<file path="src/rtl/bus_arbiter_pkg.sv">
// Shared definitions for the shared-bus arbiter: limits, state encodings and
// small helpers used by the arbiter top and its round-robin picker.
package bus_arbiter_pkg;

   localparam int unsigned BUS_MAX_MASTERS = 8;
   localparam int unsigned BUS_WD_WIDTH    = 16;
   localparam int unsigned BUS_IDX_WIDTH   = 3;

   localparam logic [1:0] BUS_ARB_IDLE       = 2'd0;
   localparam logic [1:0] BUS_ARB_GRANTED    = 2'd1;
   localparam logic [1:0] BUS_ARB_TURNAROUND = 2'd2;

   typedef logic [BUS_IDX_WIDTH-1:0] bus_idx_t;
   typedef logic [BUS_WD_WIDTH-1:0]  bus_wd_t;

   function automatic int unsigned bus_wrap(input int unsigned value, input int unsigned modulus);
      return value % modulus;
   endfunction

endpackage

</file>
<file path="src/rtl/bus_arbiter_rr_pick.sv">
// Combinational round-robin picker: first requester scanning circularly from
// last_owner+1, as a one-hot vector plus its encoded index.
module bus_arbiter_rr_pick
   import bus_arbiter_pkg::*;
#(
   parameter int unsigned MASTERS = 4
) (
   input  logic [MASTERS-1:0] i_req,
   input  bus_idx_t           i_last_owner,
   output logic               o_valid,
   output logic [MASTERS-1:0] o_pick,
   output bus_idx_t           o_pick_idx
);

   int unsigned        w_start;
   int unsigned        w_off;
   int unsigned        w_idx;
   logic               w_found;
   logic [MASTERS-1:0] w_rot;

   always_comb begin
      w_start = bus_wrap(32'(i_last_owner) + 32'd1, MASTERS);

      // Rotate so that bit 0 is the highest-priority master this round.
      w_rot = '0;
      for (int unsigned i = 0; i < MASTERS; i++) begin
         for (int unsigned k = 0; k < MASTERS; k++) begin
            if (k == bus_wrap(w_start + i, MASTERS)) begin
               w_rot[i] = i_req[k];
            end
         end
      end

      w_found = 1'b0;
      w_off   = 0;
      for (int unsigned i = 0; i < MASTERS; i++) begin
         if (!w_found && w_rot[i]) begin
            w_found = 1'b1;
            w_off   = i;
         end
      end

      w_idx      = bus_wrap(w_start + w_off, MASTERS);
      o_valid    = w_found;
      o_pick_idx = BUS_IDX_WIDTH'(w_idx);
      o_pick     = '0;
      for (int unsigned k = 0; k < MASTERS; k++) begin
         o_pick[k] = w_found && (k == w_idx);
      end
   end

endmodule

</file>
<file path="src/rtl/bus_arbiter.sv">
// Round-robin shared-bus arbiter with a turnaround cycle between owners and a
// watchdog that forces completion of unacknowledged transfers.
module bus_arbiter
   import bus_arbiter_pkg::*;
#(
   parameter int unsigned MASTERS        = 4,
   parameter int unsigned TIMEOUT_CYCLES = 255
) (
   input  logic               clk,
   input  logic               rst,
   input  logic [MASTERS-1:0] bus_req,
   output logic [MASTERS-1:0] bus_grant,
   input  logic               rd_bus,
   input  logic               wr_bus,
   input  logic               fc_bus,
   output logic               fc_force,
   output logic               timeout_err,
   output logic [2:0]         timeout_master,
   output logic               bus_busy
);

   localparam bus_wd_t LP_WD_LIMIT = BUS_WD_WIDTH'(TIMEOUT_CYCLES - 1);

   logic [1:0]               r_state;
   bus_idx_t                 r_owner;
   bus_idx_t                 r_last_owner;
   bus_wd_t                  r_wd;
   logic [MASTERS-1:0]       r_grant;
   logic                     r_busy;
   logic                     r_fc_force;
   logic                     r_timeout_err;
   bus_idx_t                 r_timeout_master;

   logic [BUS_MAX_MASTERS-1:0] w_req_ext;
   logic                       w_owner_req;
   logic                       w_stall;
   logic                       w_limit;
   logic                       w_valid;
   logic [MASTERS-1:0]         w_pick;
   bus_idx_t                   w_pick_idx;

   bus_arbiter_rr_pick #(
      .MASTERS(MASTERS)
   ) u_rr_pick (
      .i_req        (bus_req),
      .i_last_owner (r_last_owner),
      .o_valid      (w_valid),
      .o_pick       (w_pick),
      .o_pick_idx   (w_pick_idx)
   );

   always_comb begin
      w_req_ext = '0;
      for (int unsigned i = 0; i < MASTERS; i++) begin
         w_req_ext[i] = bus_req[i];
      end
      w_owner_req = w_req_ext[r_owner];
      // Owner's request is part of the condition so that leaving GRANTED clears wd.
      w_stall = (r_state == BUS_ARB_GRANTED) && w_owner_req && (rd_bus || wr_bus) && !fc_bus;
      w_limit = (r_wd == LP_WD_LIMIT);
   end

   always_ff @(posedge clk or negedge rst) begin
      if (!rst) begin
         r_state      <= BUS_ARB_IDLE;
         r_owner      <= '0;
         r_last_owner <= BUS_IDX_WIDTH'(MASTERS - 1);
         r_grant      <= '0;
         r_busy       <= 1'b0;
      end else begin
         case (r_state)
            BUS_ARB_IDLE: begin
               if (w_valid) begin
                  r_grant      <= w_pick;
                  r_busy       <= 1'b1;
                  r_owner      <= w_pick_idx;
                  r_last_owner <= w_pick_idx;
                  r_state      <= BUS_ARB_GRANTED;
               end
            end
            BUS_ARB_GRANTED: begin
               if (!w_owner_req) begin
                  r_grant <= '0;
                  r_busy  <= 1'b0;
                  r_state <= BUS_ARB_TURNAROUND;
               end
            end
            BUS_ARB_TURNAROUND: begin
               r_state <= BUS_ARB_IDLE;
            end
            default: begin
               r_grant <= '0;
               r_busy  <= 1'b0;
               r_state <= BUS_ARB_IDLE;
            end
         endcase
      end
   end

   always_ff @(posedge clk or negedge rst) begin
      if (!rst) begin
         r_wd             <= '0;
         r_fc_force       <= 1'b0;
         r_timeout_err    <= 1'b0;
         r_timeout_master <= '0;
      end else begin
         r_fc_force    <= 1'b0;
         r_timeout_err <= 1'b0;
         if (w_stall && w_limit) begin
            r_wd             <= '0;
            r_fc_force       <= 1'b1;
            r_timeout_err    <= 1'b1;
            r_timeout_master <= r_owner;
         end else if (w_stall) begin
            r_wd <= r_wd + 16'd1;
         end else begin
            r_wd <= '0;
         end
      end
   end

   assign bus_grant      = r_grant;
   assign bus_busy       = r_busy;
   assign fc_force       = r_fc_force;
   assign timeout_err    = r_timeout_err;
   assign timeout_master = r_timeout_master;

endmodule

</file>
<file path="config.mk">
export PLATFORM = sky130hd
export DESIGN_NAME = bus_arbiter
export DESIGN_NICKNAME = d
export VERILOG_FILES = /design/src/rtl/bus_arbiter_pkg.sv /design/src/rtl/bus_arbiter_rr_pick.sv /design/src/rtl/bus_arbiter.sv
export SDC_FILE = /design/constraint.sdc
export NUM_CORES = 1
export LEC_CHECK = 0
export CORE_MARGIN = 3
export CORE_UTILIZATION = 40
export DETAILED_ROUTE_END_ITERATION = 6
export GPL_TIMING_DRIVEN = 0
export PLACE_DENSITY = 0.7
export SYNTH_ARGS = -nofsm -noshare
export SYNTH_HDL_FRONTEND = slang
export SYNTH_SLANG_ARGS = --single-unit
export TNS_END_PERCENT = 20
</file>
<file path="constraint.sdc">
create_clock -name clk -period 8.21 [get_ports clk]
set_clock_uncertainty 0.1 [all_clocks]
set_input_delay 1.2315 -clock clk [delete_from_list [all_inputs] [get_ports clk]]
set_output_delay 1.2315 -clock clk [all_outputs]
set_load 0.01 [all_outputs]
</file>
==> run_results.csv, run 1 <==
group,metric,value,unit
power,static-leakage-power,0.000869,µW
drt,wirelength,3190,µm
timing,final_hold_viol_count,0,
yosys,synthDominantCellAreaShare,42.3,%
min_path,hold_start,"r_state[1]",
yosys,yosys_most_used_dff,"sky130_fd_sc_hd__dfrtp_1",
min_path,hold-path-endpoint,"r_state[1]",
floorplanning,boundaryPins,19,
clocking,cts_max_path_bufs,2,
critical_path,timing.critical_path.fanout_max,5,
power,vdd_drop_max,243,µV
global_route,grt_max_degree,31,
global_route,grt_pass1_wl,5510,µm
clocking,ctsRootBufferMaster,"sky130_fd_sc_hd__clkbuf_8",
critical_path,critical_path_required,8320,ps
floorplanning,floorplan.die_area,0.00495,mm²
timing,timing.max_slew.rel_slack,55.5,%
finish,antennaDiodeCount,0,
clocking,clock_sink_count,30,
floorplanning,chip_width,70.4,µm
yosys,netlist.top_cell.by_area,"sky130_fd_sc_hd__dfrtp_1",
critical_path,critPathKind,"input port to flop",
clocking,postCtsSetupRepairBufs,0,
timing,maxClockFrequency,0.274,GHz
clocking,htree_num_levels,2,
min_path,hold-path-cell-count,1,
drt,drt_iter0_markers,44,
yosys,yosys-top-cells-count,"sky130_fd_sc_hd__dfrtp_1, sky130_fd_sc_hd__nor2_1, sky130_fd_sc_hd__nand2_1, sky130_fd_sc_hd__ha_1, sky130_fd_sc_hd__xor2_1",
placed_design,post-place-cells,224,
timing,report.final.setup_viol,0,
run,drv_cap,0,
critical_path,worst-endpoint-arrival,3770,ps
placed_design,numPortBuffers,17,
clocking,cts_hold_buf,0,
yosys,synth-seq-area-share,45.4,%
status,outcome,"finished, final reports clean",
critical_path,cp-end-kind,"flop",
clocking,cts_buffers,5,
drt,ant_nets,0,
global_route,grt.total_usage,13.9,%
finish,final_cell_count_no_fill,232,
clocking,clock_insertion_delay_worst_skew,280,ps
critical_path,reg2reg_depth,11,
drt,dr.pass1.iters,4,
drt,detail_route.drc_violations,0,
yosys,share_of_flip_flops_with_an_asynchronous_set_or_reset,100,%
finish,drive_above_1_share,10.3,%
yosys,synthTopCellsByArea,"sky130_fd_sc_hd__dfrtp_1, sky130_fd_sc_hd__ha_1, sky130_fd_sc_hd__xor2_1, sky130_fd_sc_hd__nor2_1, sky130_fd_sc_hd__nand2_1",
timing,final.period_utilization,44.5,%
yosys,syn_area,0.00166,mm²
critical_path,regToRegStartpoint,"r_last_owner[0]",
timing,number_of_max_slew_violations_in_the_final_report,0,
clocking,cts.reportedPaths.clkPinSlew,60,ps
min_path,min-delay-path-class,"flop to flop",
yosys,yosys_register_bits,30,
timing,setup-tns-final,0,ps
placed_design,pre_cts_ws,4280,ps
drt,drt-vias-per-instance,5.35,
yosys,synth_most_common_cell,"sky130_fd_sc_hd__dfrtp_1",
clocking,number_of_cells_upsized_or_downsized_after_cts,0,
clocking,cts_tree,"yes",
timing,unrepaired_setup_endpoints_after_global_routing,"no",
global_route,grt_pass1_vias,1248,
yosys,syn-mean-instance-area,10.4,µm²
yosys,synth-edff-count,0,
critical_path,worstSetupStartpointType,"input port",
yosys,synth.net_count,178,
global_route,grt_antenna_before_repair,0,
timing,setup_slack,4560,ps
power,cellPowerDensity,330,mW/mm²
drt,detail_route.wl_per_cell,13.8,µm
timing,period_needed,3650,ps
finish,area.growth.synth_to_final,20.2,%
critical_path,rr_endpoint,"bus_grant[3]",
floorplanning,placeableCoreArea,0.00383,mm²
timing,final_layout_worst_hold_slack,372,ps
yosys,syn-instance-count,159,
placed_design,post-dp-hpwl,2390,µm
global_route,global_route.overflow_total,0,
floorplanning,initial_utilization,43.3,%
yosys,ys_types,40,
finish,nNetsFinal,202,
floorplanning,row_count,22,
yosys,yosys_warnings,0,
drt,vias,1241,
placed_design,finalWeightedCongestion,0.871,
floorplanning,die_height,70.4,µm
critical_path,regToRegSetupSlack,5150,ps
timing,tightestPinTransition,667,ps
## metal layers
layer  up-vias  global-route usage, %  share of wire (%)
li1        607                      -                  -
met2        36                   21.9                 48
met1       593                   17.7                 46
met5         -                      0                  0
met3         5                   4.75                5.6
met4         0                   4.47               0.66
## cell type report
type / instances / area, µm²
fill: 336 / 1830
inverter: 4 / 15.0
buffer: 4 / 22.5
multi-input combinational: 121 / 867
clock buffer: 8 / 110
timing repair buffer: 17 / 165
sequential: 30 / 753
tap: 48 / 60.1
## cells in the final DEF, fill, tap and decap left out, types with 4 or more instances in the layout
cell and n:
sky130_fd_sc_hd__clkbuf_8 8, sky130_fd_sc_hd__dfrtp_1 28, sky130_fd_sc_hd__nand2_1 15, sky130_fd_sc_hd__nor2_1 19, sky130_fd_sc_hd__ha_1 10, sky130_fd_sc_hd__inv_1 4
sky130_fd_sc_hd__a22o_1 4, sky130_fd_sc_hd__nand3_1 4, sky130_fd_sc_hd__nand4_1 4, sky130_fd_sc_hd__xor2_1 10, sky130_fd_sc_hd__o21ai_1 5, sky130_fd_sc_hd__clkdlybuf4s50_1 16
## sequential cells by signal, indices dropped and copies added (netlist names)
name,count
timeout_master,2
r_wd,16
r_state,2
bus_busy,1
bus_grant,4
r_owner,2
timeout_err,1
r_last_owner,2
## report_power, final
part / internal, µW / switching (µW) / total [µW]
clock network: 84.5 / 52.3 / 137
logic: 144 / 176 / 320
registers: 179 / 21.3 / 200
## worst max-delay path by stage
stage                     startpoint           end  slack [ps]  cells past startpoint
after global placement    bus_req[0]  bus_grant[3]        4370                     11
final                     bus_req[0]  bus_grant[3]        4560                     11
after detailed placement  bus_req[0]  bus_grant[3]        4280                     11
after global routing      bus_req[0]  bus_grant[3]        4370                     11
after CTS                 bus_req[0]  bus_grant[3]        4550                     11
after floorplan           bus_req[0]  bus_grant[2]        5130                     10
## critical path, stage by stage
cell                              delay [ps]
sky130_fd_sc_hd__clkdlybuf4s50_1         480
sky130_fd_sc_hd__and3b_1                 220
sky130_fd_sc_hd__a2111oi_1               440
sky130_fd_sc_hd__nor2_1                  110
sky130_fd_sc_hd__a21oi_1                 170
sky130_fd_sc_hd__nor2_1                   70
sky130_fd_sc_hd__ha_1                    190
sky130_fd_sc_hd__xnor2_1                 130
sky130_fd_sc_hd__nand2b_1                160
sky130_fd_sc_hd__o22ai_1                 370
sky130_fd_sc_hd__a22o_1                  200
## metrics by stage
step / total power [µW] / utilization, % / area [µm²]
floorplan: 445 / - / 1660
global placement: 507 / 49.3 / 1890
detailed placement: 526 / 49.3 / 1890
CTS: 667 / 52.2 / 2000
global route: 705 / 52.1 / 1990
finish: 657 / 52.1 / 1990
## cell families (layout without fill, tap and decap cells)
| kind of cell | count (synthesis) | after routing | share of synthesized area [%] |
|---|---|---|---|
| compound gates | 24 | 24 | 12.2 |
| xor+xnor | 13 | 13 | 6.87 |
| fa+ha+maj | 10 | 10 | 7.55 |
| buf+inv | 8 | 33 | 2.26 |
| flops | 30 | 30 | 45.4 |
| mux | 5 | 5 | 3.92 |
| other cells | 1 | 1 | 0.226 |
| simple gates | 68 | 68 | 21.5 |
Note: power is estimated with default switching activity, not from simulation.
==> inputs of run 2 (changes only) <==
==> constraint.sdc (replaced) <==
create_clock -name clk -period 3.5 [get_ports clk]
set_clock_uncertainty 0.1 [all_clocks]
set_input_delay 0.525 -clock clk [delete_from_list [all_inputs] [get_ports clk]]
set_output_delay 0.525 -clock clk [all_outputs]
set_load 0.01 [all_outputs]
==> results of run 2 <==
Same layout as run 1 (identical final DEF). Status: finished, final reports clean.
Main changes from that run: setup slack after placement 4280 ps -> 274 ps; setup slack after layout 4560 ps -> 442 ps; hold slack 372 ps -> 178 ps; start point of the critical path bus_req[0] -> r_last_owner[0]; register-to-register setup slack 5150 ps -> 440 ps; total power 657 µW -> 1540 µW; worst IR drop on VDD 243 µV -> 571 µV
==> inputs of run 3 (changes only) <==
--- a/config.mk
+++ b/config.mk
@@ -5,6 +5,7 @@
 export SDC_FILE = /design/constraint.sdc
 export NUM_CORES = 1
 export LEC_CHECK = 0
+export CORE_ASPECT_RATIO = 1.75
 export CORE_MARGIN = 3
 export CORE_UTILIZATION = 40
 export DETAILED_ROUTE_END_ITERATION = 6
==> run 3 against run 2 <==
Effect of this change: clock-buffer cell count shrank 1; total power down 2.7%; setup slack improved by 19 ps; sequential cell count did not move; maximum frequency rose by 0.63%; combinational power hardly changed; non-clock buffer count unchanged; sequential power is essentially flat; hold slack worse by 14 ps; highest routed layer unchanged.
==> run_results.csv, run 3 (synthesized netlist as in run 1, its figures left out) <==
group,metric,value,unit
finish,final-seq-area,753,µm²
placed_design,finalWeightedCongestion,0.791,
timing,unrepaired_setup_endpoints_after_global_routing,"no",
timing,setup_slack,461,ps
drt,drt_iter0_markers,27,
global_route,grt.total_usage,15.2,%
clocking,number_of_cells_upsized_or_downsized_after_cts,0,
critical_path,regToRegSetupSlack,460,ps
timing,setup-tns-final,0,ps
drt,dr.pass1.iters,4,
timing,final_hold_viol_count,0,
power,design_power_total,1500,µW
placed_design,pre_cts_ws,274,ps
critical_path,worstSetupStartpointType,"flop",
clocking,htree_num_levels,2,
finish,stdcell_area,0.00197,mm²
timing,maxClockFrequency,0.329,GHz
drt,vias,1241,
global_route,grt_antenna_before_repair,0,
global_route,grt_max_degree,31,
clocking,clock_sink_count,30,
global_route,global_route.overflow_total,0,
drt,ant_nets,0,
run,drv_cap,0,
floorplanning,chip_width,54.7,µm
global_route,grt_pass1_wl,5580,µm
floorplanning,floorplan.die_area,0.00498,mm²
finish,leading_cell_types_in_the_layout_fill_and_taps_excluded,"sky130_fd_sc_hd__dfrtp_1, sky130_fd_sc_hd__nor2_1, sky130_fd_sc_hd__clkdlybuf4s50_1, sky130_fd_sc_hd__nand2_1",
clocking,postCtsSetupRepairBufs,0,
power,cellPowerDensity,759,mW/mm²
critical_path,reg2reg_depth,12,
critical_path,cp-end-kind,"flop",
critical_path,worst-endpoint-arrival,3150,ps
timing,report.final.setup_viol,0,
floorplanning,placeableCoreArea,0.00394,mm²
timing,number_of_max_slew_violations_in_the_final_report,0,
finish,max_flop_register,"r_wd",
critical_path,critical_path_required,3620,ps
status,outcome,"finished, final reports clean",
clocking,ctsRootBufferMaster,"sky130_fd_sc_hd__clkbuf_8",
placed_design,area_after_dpl,0.00189,mm²
drt,detail_route.drc_violations,0,
floorplanning,die_height,91.2,µm
finish,layout.cells.most_common,"sky130_fd_sc_hd__dfrtp_1",
drt,detail_route.wl_per_cell,14.4,µm
clocking,cts_hold_buf,0,
placed_design,post-dp-hpwl,2580,µm
critical_path,critPathKind,"flop to flop",
finish,antennaDiodeCount,0,
global_route,grt_pass1_vias,1307,
timing,timing.max_slew.rel_slack,57.5,%
placed_design,numPortBuffers,17,
timing,final.period_utilization,86.8,%
finish,drive_above_1_share,9.78,%
drt,wirelength,3330,µm
drt,drt-vias-per-instance,5.35,
clocking,clock_insertion_delay_worst_skew,280,ps
floorplanning,boundaryPins,19,
timing,tightestPinTransition,637,ps
finish,multiInputGateArea,867,µm²
clocking,cts.reportedPaths.clkPinSlew,70,ps
power,vdd_drop_max,486,µV
floorplanning,row_count,30,
finish,area.growth.synth_to_final,19.1,%
power,static-leakage-power,0.000859,µW
min_path,min-delay-path-class,"input port to async pin",
clocking,cts_max_path_bufs,2,
clocking,cts_tree,"yes",
finish,nNetsFinal,202,
critical_path,timing.critical_path.fanout_max,5,
clocking,cts_buffers,5,
finish,largest_register_ff_count,16,
finish,fill_cells,366,
floorplanning,initial_utilization,42.1,%
timing,period_needed,3040,ps
-- run 3: changes by cell type in the layout (fill, tap and decap cells not counted), sizes merged --
cell / change
clkbuf: -1
clkinv: +1
-- run 3: worst max-delay path: stages (launching register included) --
cell	delay (ps)
sky130_fd_sc_hd__dfstp_2	580
sky130_fd_sc_hd__inv_1	110
sky130_fd_sc_hd__ha_1	200
sky130_fd_sc_hd__and3b_1	170
sky130_fd_sc_hd__a2111oi_1	480
sky130_fd_sc_hd__nor2_1	110
sky130_fd_sc_hd__a21oi_1	140
sky130_fd_sc_hd__nor2_1	60
sky130_fd_sc_hd__ha_1	190
sky130_fd_sc_hd__xnor2_1	190
sky130_fd_sc_hd__nand2_1	90
sky130_fd_sc_hd__o22ai_1	350
sky130_fd_sc_hd__a22o_1	190
-- run 3: layout make-up --
cell class / instances / area share (%)
sequential: 30 / 38.1
buffer: 4 / 1.14
clock buffer: 7 / 4.37
clock inverter: 1 / 0.253
inverter: 4 / 0.760
timing repair buffer: 17 / 8.37
tap: 48 / 3.04
multi-input combinational: 121 / 43.9
-- run 3: per-layer routing --
metal	GRT usage, %	up-vias	part of all wire (%)
met5	0	-	0
met4	6.65	0	2.3
met3	3.78	8	2.7
met2	27.8	21	57
met1	14.7	609	38
li1	-	603	-
-- run 3: final timing paths --
path / startpoint / end
worst min register to register: r_state[1] / r_state[1]
worst max register to register: r_last_owner[0] / bus_grant[3]
worst min-delay path: rst / r_wd[15]
min in group clk: r_state[1] / r_state[1]
worst max-delay path: r_last_owner[0] / bus_grant[3]
max in group asynchronous: rst / r_wd[12]
-- run 3: per-stage QoR --
stage	util (%)	cells	hold slack [ps]
floorplan	-	159	129
global placement	47.9	224	336
detailed placement	47.9	224	337
CTS	50.2	232	347
global route	50.1	232	217
finish	50.1	232	165
-- run 3: power breakdown --
group / switching (µW) / total [µW] / internal (µW)
sequential: 50.0 / 469 / 419
combinational: 410 / 749 / 339
clock: 122 / 280 / 158
total: 583 / 1500 / 917
